`config.mk`:
```
export PLATFORM = sky130hd
export DESIGN_NAME = fifo_mst_arb
export DESIGN_NICKNAME = d
export VERILOG_FILES = /design/src/rtl/fifo_mst_arb.sv
export SDC_FILE = /design/constraint.sdc
export NUM_CORES = 1
export LEC_CHECK = 0
export CAP_MARGIN = 10
export CELL_PAD_IN_SITES_DETAIL_PLACEMENT = 2
export CELL_PAD_IN_SITES_GLOBAL_PLACEMENT = 2
export CORE_MARGIN = 8
export CORE_UTILIZATION = 31
export CTS_CLUSTER_SIZE = 28
export DETAILED_ROUTE_END_ITERATION = 10
export GPL_ROUTABILITY_DRIVEN = 0
export GPL_TIMING_DRIVEN = 0
export PLACE_DENSITY = 0.95
export SYNTH_ARGS = -nofsm -noshare
export SYNTH_HDL_FRONTEND = slang
export SYNTH_SLANG_ARGS = --single-unit
```
`constraint.sdc`:
```
create_clock -name clk -period 10.95 [get_ports clk]
set_clock_uncertainty 0.05 [all_clocks]
set_input_delay 2.19 -clock clk [delete_from_list [all_inputs] [get_ports clk]]
set_output_delay 2.19 -clock clk [all_outputs]
set_load 0.03 [all_outputs]
```
`src/rtl/fifo_mst_arb.sv`:
```
// fifo_mst_arb: round-robin channel arbiter in front of the FT600 master bus FSM.
// It collects per-channel write requests (the channel has data) and read requests
// (the channel has space), then grants one slot per bus transaction. The selection
// is held until the FSM returns to idle. The arbiter also routes the FSM's
// read-pointer commit back to the granted channel.
//
// Optional feature: define FIFO_MST_ARB_WR_PRIO_EN so that write slots always beat
// read slots. Round-robin then applies within each class.
//
// Ports:
//   clk, rstn      clock, asynchronous active-low reset
//   wr_req, rd_req per-channel master-write / master-read requests
//   ep_rd_ptr_in   packed per-channel read pointers, channel 0 in the LSBs
//   idle_st        FSM is in its idle state
//   u_rd_ptr       FSM pointer-commit strobe; c_rd_ptr is the pointer value
//   grant          one-cycle transaction start
//   m_rd_wr        1 = master read, 0 = master write
//   ch_sel         granted channel index
//   ep_rd_ptr      read pointer of the granted channel
//   rd_ptr_upd     one-hot pointer commit; rd_ptr_val is the committed value
//   busy           transaction in progress
//   arb_err        sticky flag: the FSM did not leave idle in time
module fifo_mst_arb #(
  parameter int NUM_CH    = 4,
  parameter int EPm_MSZ   = 11,
  parameter int START_TMO = 4
) (
  input  logic                        clk,
  input  logic                        rstn,
  input  logic [NUM_CH-1:0]           wr_req,
  input  logic [NUM_CH-1:0]           rd_req,
  input  logic [NUM_CH*(EPm_MSZ+1)-1:0] ep_rd_ptr_in,
  input  logic                        idle_st,
  input  logic                        u_rd_ptr,
  input  logic [EPm_MSZ:0]            c_rd_ptr,
  output logic                        grant,
  output logic                        m_rd_wr,
  output logic [2:0]                  ch_sel,
  output logic [EPm_MSZ:0]            ep_rd_ptr,
  output logic [NUM_CH-1:0]           rd_ptr_upd,
  output logic [EPm_MSZ:0]            rd_ptr_val,
  output logic                        busy,
  output logic                        arb_err
);

  localparam int NS = 2 * NUM_CH;
  localparam int SW = $clog2(NS);
  localparam int PW = EPm_MSZ + 1;
  localparam int TW = $clog2(START_TMO + 1);

  typedef enum logic [2:0] {ARB_IDLE, ARB_GRANT, ARB_START, ARB_BUSY, ARB_DONE} state_t;

  state_t          state;
  logic [SW-1:0]   rr;
  logic [SW-1:0]   slot;
  logic [TW-1:0]   cnt;

  logic [NS-1:0]   req;
  logic [NS-1:0]   wmask;
  logic [NS-1:0]   cand;
  logic            found;
  logic [SW-1:0]   win;
  logic [SW-1:0]   win_ch;
  logic [PW-1:0]   win_ptr;
  int unsigned     idx;

  // Slots are interleaved wr0, rd0, wr1, rd1, ... so even slots are writes.
  always_comb begin
    req   = '0;
    wmask = '0;
    for (int unsigned n = 0; n < NUM_CH; n++) begin
      req[2*n]     = wr_req[n];
      req[2*n+1]   = rd_req[n];
      wmask[2*n]   = 1'b1;
    end
`ifdef FIFO_MST_ARB_WR_PRIO_EN
    // Masking down to the write slots keeps a single rotating search for both modes.
    cand = (|(req & wmask)) ? (req & wmask) : req;
`else
    cand = req;
`endif
  end

  // The winner is the first candidate at or after rr, wrapping around.
  always_comb begin
    found = 1'b0;
    win   = '0;
    idx   = 0;
    for (int unsigned i = 0; i < NS; i++) begin
      idx = (32'(rr) + i) % NS;
      if (!found && cand[idx]) begin
        found = 1'b1;
        win   = SW'(idx);
      end
    end
  end

  always_comb begin
    win_ch  = win >> 1;
    win_ptr = '0;
    for (int unsigned n = 0; n < NUM_CH; n++) begin
      if (32'(win_ch) == n) win_ptr = ep_rd_ptr_in[n*PW +: PW];
    end
  end

  always_ff @(posedge clk or negedge rstn) begin
    if (!rstn) begin
      state      <= ARB_IDLE;
      rr         <= '0;
      slot       <= '0;
      cnt        <= '0;
      grant      <= 1'b0;
      m_rd_wr    <= 1'b0;
      ch_sel     <= '0;
      ep_rd_ptr  <= '0;
      rd_ptr_upd <= '0;
      rd_ptr_val <= '0;
      busy       <= 1'b0;
      arb_err    <= 1'b0;
    end else begin
      rd_ptr_upd <= '0;
      if ((state == ARB_START || state == ARB_BUSY || state == ARB_DONE) &&
          !m_rd_wr && u_rd_ptr) begin
        rd_ptr_upd <= NUM_CH'(1) << ch_sel;
        rd_ptr_val <= c_rd_ptr;
      end

      case (state)
        ARB_IDLE: begin
          if (idle_st && found) begin
            slot      <= win;
            ch_sel    <= 3'(win_ch);
            m_rd_wr   <= win[0];
            ep_rd_ptr <= win_ptr;
            grant     <= 1'b1;
            busy      <= 1'b1;
            state     <= ARB_GRANT;
          end
        end
        ARB_GRANT: begin
          grant <= 1'b0;
          cnt   <= '0;
          state <= ARB_START;
        end
        ARB_START: begin
          if (!idle_st) begin
            state <= ARB_BUSY;
          end else if (cnt == TW'(START_TMO - 1)) begin
            // A failed start leaves rr untouched, so the same slot wins again.
            arb_err <= 1'b1;
            busy    <= 1'b0;
            state   <= ARB_IDLE;
          end else begin
            cnt <= cnt + TW'(1);
          end
        end
        ARB_BUSY: begin
          if (idle_st) state <= ARB_DONE;
        end
        ARB_DONE: begin
          rr    <= (slot == SW'(NS - 1)) ? '0 : slot + SW'(1);
          busy  <= 1'b0;
          state <= ARB_IDLE;
        end
        default: state <= ARB_IDLE;
      endcase
    end
  end

endmodule

```
==> results.md, run 1 <==
* Post-synth cell types at 63
* First-pass GRT wire length at 20800 um
* Worst EP required at 11.08 ns
* Worst slew margin at 60.8%
* Number of vias per cell at 5.56
* Ys flop type: dfrtp_1
* Cell Int Power at 0.796 mW
* Overflow after GRT at 0
* Initial cell density of the core at 32.0%
* Postcts setup bufs at 0
* Synthesis-to-finish area growth at 40.4%
* H-tree levels at 2
* Largest net degree at the start of global routing at 36
* Final Slew Violations at 0
* FF+latch count, synth at 43
* YS warnings at 0
* Least-Margin Pin Slew at 0.585 ns
* Total power draw at 1.56 mW
* Hold path cells at 2
* Final Cycle Share at 50.6%
* Vias at 3189
* Layout cells sized above 1 at 15.5%
* CTS tree: built
* Unrepaired setup endpoints after global routing: false
* Power per cell area at 334 nW/um2
* WL final at 12600 um
* Status: complete, no violations
* Post-synth EDFFs at 0
* Syn avg cell area at 10.2 um2
* Vias in the first global route at 3598
* Sequential area share after synthesis at 32.4%
* Max VDD drop at 0.140 mV
* Nets at 516
* Peak Freq at 181 MHz
* Cts hold-fix bufs at 0
* Crit Path Max Fanout at 10
* Switching Power at 0.759 mW
* Setup TNS at 0 ns
* Most frequent cells in the layout: clkdlybuf4s50_1, nand2_1, dfrtp_1
* Crit path DAT at 5.67 ns
* I/O Pins at 107
* Comb pwr share at 73.7%
* Synth Instances at 325
* Rows at 37
* RR Startpoint: rr[1]
* CTS resizes at 0
* Overall Global Routing Usage at 18.0%
* Root cell of the clock tree: clkbuf_8
* Later-pin clock latency in the skew report at 0.29 ns
* Clk pwr share at 7.7%
* Initial DRC Count at 126
* Initial antenna violation count at 0
* Core area at 10400 um2
* Die height at 119 um
* Sw frac at 48.8%
* Ys async rst share at 100%
* Clock Sinks at 43
* Die X at 119 um
* Crit Path Class: input port to flop
* Clk buf depth at 2
* Post-DP HPWL at 10300 um
* # diodes at 0
* Worst hold path startpoint: rd_ptr_val[9]
* CP Launch Type: input port
* Port bufs at 105
* Final setup viols at 0
* Post-layout min period at 5.54 ns
* Num CTS Buffers at 5
* Post-synth net total at 403
* ANT nets after route at 0
* Hold Crit Class: flop to flop
* Reg clk slew, reported paths at 0.08 ns
* Critical path startpoint: rd_req[3]
* Mapped cell area at 3320 um2
* Max cap viols at 0
* CP Capture Type: flop
* DR DRC count at 0
* Final hold violations at 0
* Commonest non-fill, non-tap cell in the layout: clkdlybuf4s50_1
* Routed len/inst at 22.0 um
* Pre-antenna DRT Iters at 4
* Part of the power in registers at 18.6%
* Die area at 14300 um2
* R2R cell count at 14
* Lkg Pwr at 1.87 nW
## flip-flops by register name (all words and copies together), names as in the netlist
register    cells
ep_rd_ptr      12
rd_ptr_val     12
busy            1
cnt             3
slot            3
rd_ptr_upd      4
grant           1
arb_err         1
rr              3
state           3
## cells in the mapped netlist, types with 3 or more instances
cell	count	share of area (%)
a211oi_1	13	2.9
a21oi_1	5	0.75
a221o_1	13	3.9
a221oi_1	3	0.79
and2_1	3	0.57
buf_2	5	0.75
buf_4	3	0.68
buf_6	5	1.7
clkbuf_1	11	1.2
dfrtp_1	43	32
ha_1	6	2.3
inv_1	4	0.45
mux2_1	5	1.7
mux2_2	10	3.4
mux2_4	8	3.6
mux2i_1	10	3.0
mux4_2	11	7.5
nand2_1	56	6.3
nand2b_1	3	0.57
nand3_1	3	0.45
nor2_1	10	1.1
nor2b_1	5	0.94
nor3_1	7	1.1
o211ai_1	14	3.2
o21ai_0	6	0.91
o22ai_1	5	0.94
o31ai_1	14	3.2
## worst max-delay path, cell delays in order
cell and delay [ns]:
clkdlybuf4s50_1 0.59, mux4_2 0.57, mux2i_2 0.38, nand2_1 0.16
a21oi_2 0.27, and3b_4 0.28, nor3_4 0.32, buf_6 0.23
mux2_1 0.36, a221o_1 0.30
## power groups by stage
stage               logic (mW)  registers, mW  clock network, mW
CTS                       1.15          0.290              0.122
finish                    1.15          0.290              0.119
detailed placement        1.15          0.293                  0
floorplan                0.706          0.382                  0
global route              1.23          0.300              0.128
global placement          1.09          0.285                  0
## area by class of cell
class,count,area (um2)
clock inverters,1,30.0
plain buffers,24,145
fillers,1129,5710
multi-input cells,252,2070
repair buffers,106,1070
well taps,136,170
inverters,6,22.5
clock buffers,6,72.6
flip-flops and latches,43,1080
## cell families after synthesis
kind of cell | after synthesis | share of synthesized area (%)
buffers and inverters | 30 | 5.05
other | 1 | 0.113
xor gates and xnor gates | 3 | 0.792
DFF | 43 | 32.4
and+or+nand+nor | 102 | 15.3
AOI/OAI and AO/OA | 93 | 23.0
muxes | 47 | 21.0
adders and majority gates | 6 | 2.26
## through the flow
stage | setup WS, ns | util (%) | hold WS (ns) | instances | instance area, um2
final | 5.41 | 44.9 | 0.433 | 574 | 4660
after floorplan | 6.18 | - | 0.454 | 325 | 3320
after detailed placement | 5.08 | 43.9 | 0.420 | 567 | 4550
after CTS | 5.41 | 44.9 | 0.440 | 574 | 4660
after global routing | 5.23 | 44.9 | 0.489 | 574 | 4660
after global placement | 5.25 | 43.8 | 0.408 | 566 | 4540
## routing by layer
| metal | up-vias | wire length [um] | track usage, % |
|---|---|---|---|
| li1 | 1473 | - | - |
| met1 | 1609 | 5290 | 21.7 |
| met2 | 91 | 6600 | 32.4 |
| met3 | 16 | 510 | 2.55 |
| met4 | 0 | 227 | 5.00 |
| met5 | - | 0 | 0 |
## path summary, 6_finish.rpt
path / end / slack, ns
max in group asynchronous: ep_rd_ptr[6] / 8.69
hold reg to reg: rd_ptr_val[9] / 0.43
hold / removal: rd_ptr_val[9] / 0.43
setup / recovery: ep_rd_ptr[8] / 5.41
setup reg to reg: ep_rd_ptr[8] / 6.22
min in group asynchronous: state[2] / 1.70
No activity file was read; power rests on OpenSTA's default activity.
==> inputs of run 2 (changes only) <==
--- a/config.mk
+++ b/config.mk
@@ -9,12 +9,12 @@
 export CELL_PAD_IN_SITES_DETAIL_PLACEMENT = 2
 export CELL_PAD_IN_SITES_GLOBAL_PLACEMENT = 2
 export CORE_MARGIN = 8
-export CORE_UTILIZATION = 31
+export CORE_UTILIZATION = 28
 export CTS_CLUSTER_SIZE = 28
 export DETAILED_ROUTE_END_ITERATION = 10
 export GPL_ROUTABILITY_DRIVEN = 0
 export GPL_TIMING_DRIVEN = 0
-export PLACE_DENSITY = 0.95
+export PLACE_DENSITY = 0.89
 export SYNTH_ARGS = -nofsm -noshare
 export SYNTH_HDL_FRONTEND = slang
 export SYNTH_SLANG_ARGS = --single-unit
==> constraint.sdc (replaced) <==
create_clock -name clk -period 5.25 [get_ports clk]
set_clock_uncertainty 0.05 [all_clocks]
set_input_delay 1.05 -clock clk [delete_from_list [all_inputs] [get_ports clk]]
set_output_delay 1.05 -clock clk [all_outputs]
set_load 0.03 [all_outputs]
==> run 2 against run 1 <==
  * Critical path type is now flop to flop
  * Combinational power up 110%
  * Largest power group unchanged
  * Sequential cell count unchanged
  * Register-to-register slack worse by 5.7 ns
  * Final cell count up 1.4%
  * Clock power rose to 3.4 times the previous value
  * Non-clock buffer count unchanged
  * Count of clock-buffer cells in the layout down 1
==> results.md, run 2 (synthesis results as in run 1) <==
* Status: complete, no violations
* CP dominant cell by count: buf_6
* Postcts setup bufs at 0
* CP Capture Type: flop
* Reg2reg end: ep_rd_ptr[8]
* Crit Path Class: flop to flop
* Max cap viols at 0
* Reg clk slew, reported paths at 0.07 ns
* Layout filler cell count at 1238
* I/O Pins at 107
* CP Launch Type: flop
* CTS resizes at 0
* Pre-antenna DRT Iters at 4
* Rows at 39
* Final Cycle Share at 90.1%
* Post-layout min period at 4.73 ns
* Synthesis-to-finish area growth at 43.3%
* Lkg Pwr at 1.91 nW
* Largest registers: ep_rd_ptr (12), rd_ptr_val (12), rd_ptr_upd (4)
* Worst EP required at 5.36 ns
* Least-Margin Pin Slew at 0.495 ns
* Largest net degree at the start of global routing at 27
* Placed Cells at 574
* Hold endpoint: rd_ptr_val[4]
* Port bufs at 105
* Initial antenna violation count at 0
* Vias at 3129
* Max VDD drop at 0.242 mV
* Nets at 516
* Final hold slack at 0.432 ns
* Overall Global Routing Usage at 16.5%
* Final Slew Violations at 0
* Critical path startpoint: rr[1]
* Initial cell density of the core at 28.8%
* Hold Crit Class: flop to flop
* Power per cell area at 711 nW/um2
* DR DRC count at 0
* ANT nets after route at 0
* Clk buf depth at 2
* First-pass GRT wire length at 21000 um
* Num CTS Buffers at 5
* Peak Freq at 211 MHz
* Post-DP HPWL at 10300 um
* Final setup viols at 0
* Worst hold path startpoint: rd_ptr_val[4]
* Crit Path Max Fanout at 10
* Critical-path cell list: buf_2 > clkinv_1 > ha_1 > buf_4 > buf_6 > mux4_2 > mux2i_2 > nand2_1 > a21oi_2 > and3b_4 > nor3_4 > buf_6 > mux2_1 > a221o_1
* CP max-delay cell: dfrtp_1
* Worst slew margin at 66.3%
* Fin util at 41.3%
* Setup TNS at 0 ns
* Hold path cells at 2
* Cts hold-fix bufs at 0
* Die area at 15600 um2
* Number of vias per cell at 5.38
* Die X at 125 um
* Non-filler cells, final at 582
* CTS tree: built
* Routed len/inst at 21.6 um
* Final hold violations at 0
* # diodes at 0
* Initial DRC Count at 146
* Overflow after GRT at 0
* Most frequent cells in the layout: clkdlybuf4s50_1, nand2_1, dfrtp_1
* RR Startpoint: rr[1]
* R2R cell count at 14
* Crit path DAT at 4.84 ns
* H-tree levels at 2
* Sequential cell area at 1080 um2
* R2R Setup Slk at 0.52 ns
* WL final at 12600 um
* Core area at 11500 um2
* Vias in the first global route at 3646
* Later-pin clock latency in the skew report at 0.28 ns
* Commonest non-fill, non-tap cell in the layout: clkdlybuf4s50_1
* Unrepaired setup endpoints after global routing: false
* CP max stage delay at 0.48 ns
* Layout cells sized above 1 at 15.9%
* Die height at 125 um
* Clock Sinks at 43
* Root cell of the clock tree: clkbuf_16
* Multi-input combinational cell area at 2070 um2
[run 2: cell types whose count changed in the layout (fill, tap and decap cells not counted)]
| cell | before | now |
|---|---|---|
| clkbuf_16 | 0 | 5 |
| bufinv_16 | 1 | 2 |
| clkbuf_8 | 5 | 0 |
| clkinvlp_4 | 0 | 1 |
| clkbuf_1 | 12 | 11 |
[run 2: layout make-up]
class                   count  area share [%]
multi-input cells         252            43.6
flip-flops and latches     43            22.6
repair buffers            106            22.4
well taps                 143            3.76
plain buffers              24            3.05
clock buffers               5            2.63
clock inverters             3            1.42
inverters                   6           0.474
[run 2: worst max path at each step]
stage,to,slack [ns],cells after the start
after floorplan,ep_rd_ptr[0],1.35,14
after global placement,ep_rd_ptr[7],0.61,10
after detailed placement,ep_rd_ptr[8],0.50,10
after CTS,ep_rd_ptr[8],0.49,14
after global routing,ep_rd_ptr[8],0.24,14
final,ep_rd_ptr[8],0.52,14
[run 2: report_power, final]
part / switching [mW] / total (mW) / internal (mW)
logic: 1.33 / 2.38 / 1.05
registers: 0.124 / 0.600 / 0.476
clock network: 0.130 / 0.402 / 0.273
total: 1.59 / 3.38 / 1.79
[run 2: metrics by stage]
step / total power, mW / worst slack (ns) / cell area (um2)
2_1_floorplan: 2.27 / 1.35 / 3320
3_3_place_gp: 2.87 / 0.610 / 4550
3_5_place_dp: 2.99 / 0.501 / 4560
4_1_cts: 3.42 / 0.488 / 4750
5_1_grt: 3.61 / 0.239 / 4750
6_report: 3.38 / 0.519 / 4750
[run 2: critical path, delay by kind of cell, from the launching register on]
family                     cells  cell delay (ns)
muxes                          3             1.17
and+or+nand+nor                3             0.77
adders and majority gates      1             0.38
AOI/OAI and AO/OA              2             0.56
DFF                            1             0.48
buffers and inverters          5             1.18
[run 2: routing by layer]
layer / share of wire, % / up-vias / GRT usage [%]
met4: 1.6 / 0 / 4.51
met3: 3.5 / 10 / 2.83
li1: - / 1470 / -
met1: 43 / 1578 / 19.7
met2: 52 / 71 / 29.5
met5: 0 / - / 0
